<file path="config.mk">
export PLATFORM = sky130hd
export DESIGN_NAME = fetch_unit
export DESIGN_NICKNAME = d
export VERILOG_FILES = /design/src/rtl/fetch_unit_pkg.sv /design/src/rtl/fetch_unit.sv
export SDC_FILE = /design/constraint.sdc
export NUM_CORES = 1
export LEC_CHECK = 0
export ABC_CLOCK_PERIOD_IN_PS = 4400
export BUFFER_PORTS_ARGS = -buffer_cell sky130_fd_sc_hd__buf_2
export CORE_MARGIN = 2
export CORE_UTILIZATION = 35
export CTS_BUF_LIST = sky130_fd_sc_hd__clkbuf_2 sky130_fd_sc_hd__clkbuf_4 sky130_fd_sc_hd__clkbuf_8
export CTS_CLUSTER_DIAMETER = 60
export DETAILED_ROUTE_END_ITERATION = 12
export GPL_ROUTABILITY_DRIVEN = 0
export HOLD_SLACK_MARGIN = 0.05
export PLACE_DENSITY_LB_ADDON = 0.05
export SKIP_LAST_GASP = 1
export SYNTH_ARGS = -nofsm -noshare
export SYNTH_HDL_FRONTEND = slang
export SYNTH_SLANG_ARGS = --single-unit
export TNS_END_PERCENT = 5
</file>
<file path="constraint.sdc">
create_clock -name clk -period 4.4 [get_ports clk]
set_clock_uncertainty 0.2 [all_clocks]
set_input_delay 0 -clock clk [delete_from_list [all_inputs] [get_ports clk]]
set_output_delay 0 -clock clk [all_outputs]
set_load 0.01 [all_outputs]
</file>
<file path="src/rtl/fetch_unit_pkg.sv">
// Shared types for the fetch stage: state encoding, decode payload and opcode membership.
package fetch_unit_pkg;

    localparam int unsigned XLEN_W = 32;
    localparam int unsigned OPC_W  = 7;

    localparam logic [XLEN_W-1:0] DEFAULT_RESET_PC = 32'h0000_0000;

    typedef enum logic [OPC_W-1:0] {
        OPCODE_LOAD     = 7'h03,
        OPCODE_MISC_MEM = 7'h0F,
        OPCODE_OP_IMM   = 7'h13,
        OPCODE_AUIPC    = 7'h17,
        OPCODE_STORE    = 7'h23,
        OPCODE_OP       = 7'h33,
        OPCODE_LUI      = 7'h37,
        OPCODE_BRANCH   = 7'h63,
        OPCODE_JALR     = 7'h67,
        OPCODE_JAL      = 7'h6F,
        OPCODE_SYSTEM   = 7'h73
    } opcode_t;

    typedef enum logic [1:0] {
        FS_IDLE,
        FS_REQ,
        FS_WAIT,
        FS_HOLD
    } fetch_state_t;

    typedef struct packed {
        logic [XLEN_W-1:0] pc;
        logic [XLEN_W-1:0] instr;
    } if_id_t;

    function automatic logic is_legal_opcode(input logic [OPC_W-1:0] opc);
        case (opc)
            OPCODE_LOAD, OPCODE_MISC_MEM, OPCODE_OP_IMM, OPCODE_AUIPC,
            OPCODE_STORE, OPCODE_OP, OPCODE_LUI, OPCODE_BRANCH,
            OPCODE_JALR, OPCODE_JAL, OPCODE_SYSTEM: return 1'b1;
            default:                                return 1'b0;
        endcase
    endfunction

endpackage

</file>
<file path="src/rtl/fetch_unit.sv">
// Instruction fetch: one outstanding imem read, decode-side valid/ready hand-off,
// redirect from execute with kill of any in-flight response.
module fetch_unit
    import fetch_unit_pkg::*;
#(
    parameter int unsigned     XLEN     = 32,
    parameter logic [XLEN-1:0] RESET_PC = DEFAULT_RESET_PC
) (
    input  logic            clk,
    input  logic            rst_n,
    output logic            imem_req_valid,
    input  logic            imem_req_ready,
    output logic [XLEN-1:0] imem_req_addr,
    input  logic            imem_resp_valid,
    input  logic [XLEN-1:0] imem_resp_data,
    input  logic            redirect_valid,
    input  logic [XLEN-1:0] redirect_pc,
    output logic            if_valid,
    input  logic            if_ready,
    output logic [XLEN-1:0] if_pc,
    output logic [XLEN-1:0] if_instr,
    output opcode_t         if_opcode,
    output logic            if_illegal
);

    localparam logic [XLEN-1:0] PC_STEP = XLEN'(4);

    fetch_state_t    r_state;
    logic [XLEN-1:0] r_pc;
    logic            r_kill;
    logic            r_if_valid;
    if_id_t          r_if;
    logic [XLEN-1:0] w_target;

    assign w_target = {redirect_pc[XLEN-1:2], 2'b00};

    // Fetch sequencer; redirect always wins over the normal progression.
    always_ff @(posedge clk or negedge rst_n) begin
        if (!rst_n) begin
            r_state    <= FS_IDLE;
            r_pc       <= RESET_PC;
            r_kill     <= 1'b0;
            r_if_valid <= 1'b0;
            r_if       <= '0;
        end else begin
            case (r_state)
                FS_IDLE: begin
                    r_state <= FS_REQ;
                    if (redirect_valid) begin
                        r_pc <= w_target;
                    end
                end
                FS_REQ: begin
                    if (redirect_valid) begin
                        r_pc <= w_target;
                    end
                    // Accepted old address plus redirect: its response must be dropped.
                    if (imem_req_ready) begin
                        r_state <= FS_WAIT;
                        r_kill  <= redirect_valid;
                    end
                end
                FS_WAIT: begin
                    if (imem_resp_valid) begin
                        if (redirect_valid || r_kill) begin
                            r_kill  <= 1'b0;
                            r_state <= FS_REQ;
                            if (redirect_valid) begin
                                r_pc <= w_target;
                            end
                        end else begin
                            r_if       <= '{pc: r_pc, instr: imem_resp_data};
                            r_if_valid <= 1'b1;
                            r_pc       <= r_pc + PC_STEP;
                            r_state    <= FS_HOLD;
                        end
                    end else if (redirect_valid) begin
                        r_kill <= 1'b1;
                        r_pc   <= w_target;
                    end
                end
                FS_HOLD: begin
                    if (redirect_valid || if_ready) begin
                        r_if_valid <= 1'b0;
                        r_state    <= FS_REQ;
                        if (redirect_valid) begin
                            r_pc <= w_target;
                        end
                    end
                end
                default: begin
                    r_state <= FS_IDLE;
                end
            endcase
        end
    end

    assign imem_req_valid = (r_state == FS_REQ);
    assign imem_req_addr  = r_pc;

    assign if_valid   = r_if_valid;
    assign if_pc      = r_if.pc;
    assign if_instr   = r_if.instr;
    assign if_opcode  = opcode_t'(r_if.instr[OPC_W-1:0]);
    assign if_illegal = (r_if.instr[1:0] != 2'b11) || !is_legal_opcode(r_if.instr[OPC_W-1:0]);

endmodule

</file>
==> results.ini <==
[clock_tree]
cts_num_sinks=100
cts_repair_resize_count=0
clkSlewWorstSetupHoldPaths_ns=0.09
ctsRootBufferMaster=sky130_fd_sc_hd__clkbuf_8
cts_buffers=9
cts_htree_levels=3
insertion_delay_ns=0.37
clock_path_buffers=2
tritoncts=built

[timing]
fmaxAchievable_ghz=0.337
slew-limit-headroom_pct=31.3
fin_ws_ns=1.43
rsz0062_at_grt=no
final_period_minus_worst_setup_slack_ns=2.97
setup_viol=0
report.final.slew_viol_count=0
final_hold_viol_count=0
timing.hold.ws_ns=0.0837
fin_tns_setup_ns=0
timing.final.crit_share_pct=67.4
max_slew.worst_pin.slew_ns=1.03

[synthesis]
edff_count_synth=0
number_of_distinct_library_cells_after_synthesis=47
synth_fp_nets=624
synth.yosys.warnings=0
ys_async_sr_fraction_pct=100
mappedNetlistArea_sq_mm=0.00474
postSynthAreaPerCell_sq_um=8.63
postSynthCellCount=549
number_of_register_bits_inferred_by_synthesis=100
post-synth-top-area-fraction_pct=52.8
synth_top_flop_cell=sky130_fd_sc_hd__dfrtp_1
top_cells_by_area_in_the_synthesized_netlist=sky130_fd_sc_hd__dfrtp_1 53%, sky130_fd_sc_hd__nand2_1 17%, sky130_fd_sc_hd__nor2_1 2.5%, sky130_fd_sc_hd__o21ai_0 2.0%, sky130_fd_sc_hd__nand3_1 1.8%
synth_top_cell_by_area=sky130_fd_sc_hd__dfrtp_1
synth-seq-area-share_pct=52.8

[placement]
place_hpwl_um=9030
dpl-instance-area_sq_mm=0.00571
place_inst=867
place_worst_setup_slack_ns=1.58
place.port_buffers=173

[power_and_ir_drop]
total_leakage_power_nw=3.48
irDropWorstVdd_mv=0.253
p_per_area_mw_per_mm2=471
total_power_mw=3.12

[global_route]
grt_first_pass_wirelength_um=22900
largest_net_degree_at_the_start_of_global_routing=81
grtUsageTotal_pct=19.8
global_route_total_overflow=0
initial_antenna_violation_count=0
grt_pass1_vias=4505

[critical_path]
timing.critical_path.arrival_ns=3.07
rrSetupSlack_ns=1.43
setup.worst_path.start_class=flop
path_class=reg2reg
crit_path_max_fanout=80
timing.critical_path.to_type=flop
crit_required_ns=4.50

[layout]
layout.core_utilization_pct=50.0
final_nets=848
final_common_cell=sky130_fd_sc_hd__nand2_1
syn2layout_area_growth_pct=39.9
final-instance-count-excl-fill=954
final-seq-area_sq_mm=0.00250
highest_count_cells_in_the_layout_ignoring_fill_and_taps=213 x sky130_fd_sc_hd__nand2_1, 172 x sky130_fd_sc_hd__buf_2, 100 x sky130_fd_sc_hd__dfrtp_1, 71 x sky130_fd_sc_hd__dlygate4sd3_1, 31 x sky130_fd_sc_hd__nor2_1
insertedDiodeCount=0
postLayoutCellArea_sq_mm=0.00663
filler_cell_count=1321
multiInputGateArea_sq_mm=0.00204
layout-drive-gt1-share_pct=26.1

[floorplan]
start_util_pct=35.8
die_w_um=120
die-height_um=120
design.die.area_sq_mm=0.0145
core-area_sq_mm=0.0132
boundaryPins=176
placementRows=42

[routing]
via_count=4539
via_per_inst=4.76
first_iter_violations=211
drt-total-wl_um=13900
routed_wire_length_per_instance_um=14.6
post-route-drc-count=0
ant_nets=0
firstDrtPassIters=4

[outcome]
status=completed

[hold_path]
min_path_type=in2reg

[flow_run]
max_cap_viol_count=0

## synth_stat cells (all sizes together) (4+ instances only)
cell / instances
dfrtp: 100
a21oi: 15
ha: 5
nand4: 8
o211ai: 6
nand2: 213
inv: 11
buf: 16
o311ai: 4
nor3: 12
and3: 9
mux2i: 6
nand3: 17
a22oi: 4
nor2b: 12
nor2: 31
a211oi: 7
clkbuf: 19
o21ai: 19
## critical path: stages (launching register included)
cell	delay, ns
sky130_fd_sc_hd__dfrtp_1	0.44
sky130_fd_sc_hd__inv_1	0.07
sky130_fd_sc_hd__ha_1	0.30
sky130_fd_sc_hd__nand4bb_4	0.13
sky130_fd_sc_hd__buf_4	0.69
sky130_fd_sc_hd__a21oi_1	0.14
sky130_fd_sc_hd__o21ai_0	0.16
sky130_fd_sc_hd__dlygate4sd3_1	0.57
sky130_fd_sc_hd__a21oi_1	0.04
sky130_fd_sc_hd__a21oi_1	0.15
## metal layers
layer	routed length [um]	up-vias	GRT usage, %
li1	-	2275	-
met1	6670	2127	27.3
met2	6380	122	32.2
met3	653	15	2.78
met4	227	0	6.32
met5	0	-	0
## cells by family (layout without fill, tap and decap cells)
group / after synthesis / count (layout) / share of synthesized area, %
buffers and inverters: 46 / 275 / 4.44
DFF: 100 / 100 / 52.8
AOI/OAI and AO/OA: 72 / 72 / 9.98
adders and majority gates: 5 / 5 / 1.32
xor gates and xnor gates: 1 / 1 / 0.185
and+or+nand+nor: 318 / 318 / 29.7
muxes: 7 / 7 / 1.51
## state kept, by name (all words and copies together), names as in the netlist
name           cells
if_instr          32
if_pc             32
if_valid           1
imem_req_addr     32
r_kill             1
r_state            2
## area by class of cell
class                   instances  area share [%]
flip-flops and latches        100            37.8
multi-input cells             403            30.8
repair buffers                248            24.3
well taps                     176            3.32
clock buffers                  13            2.51
clock inverters                 3           0.661
inverters                      11           0.623
## report_power, final
part           total, mW  switching, mW  internal [mW]
sequential          1.43          0.220           1.21
clock              0.634          0.325          0.309
combinational       1.06          0.580          0.482
## timing repair
| action | CTS | global route |
|---|---|---|
| hold buffers | 71 | 0 |
| hold endpoints to repair | 139 | 0 |
| buffers inserted | 0 | 0 |
## path summary, 6_finish.rpt
path,from,to,depth (start not counted)
max in group asynchronous,rst_n,imem_req_addr[9],3
hold reg to reg,if_instr[19],if_instr[19],2
hold / removal,if_ready,imem_req_addr[20],5
setup reg to reg,r_state[0],imem_req_addr[22],9
min in group asynchronous,rst_n,if_instr[5],2
setup / recovery,r_state[0],imem_req_addr[22],9
(Power assumes the default switching activity.)
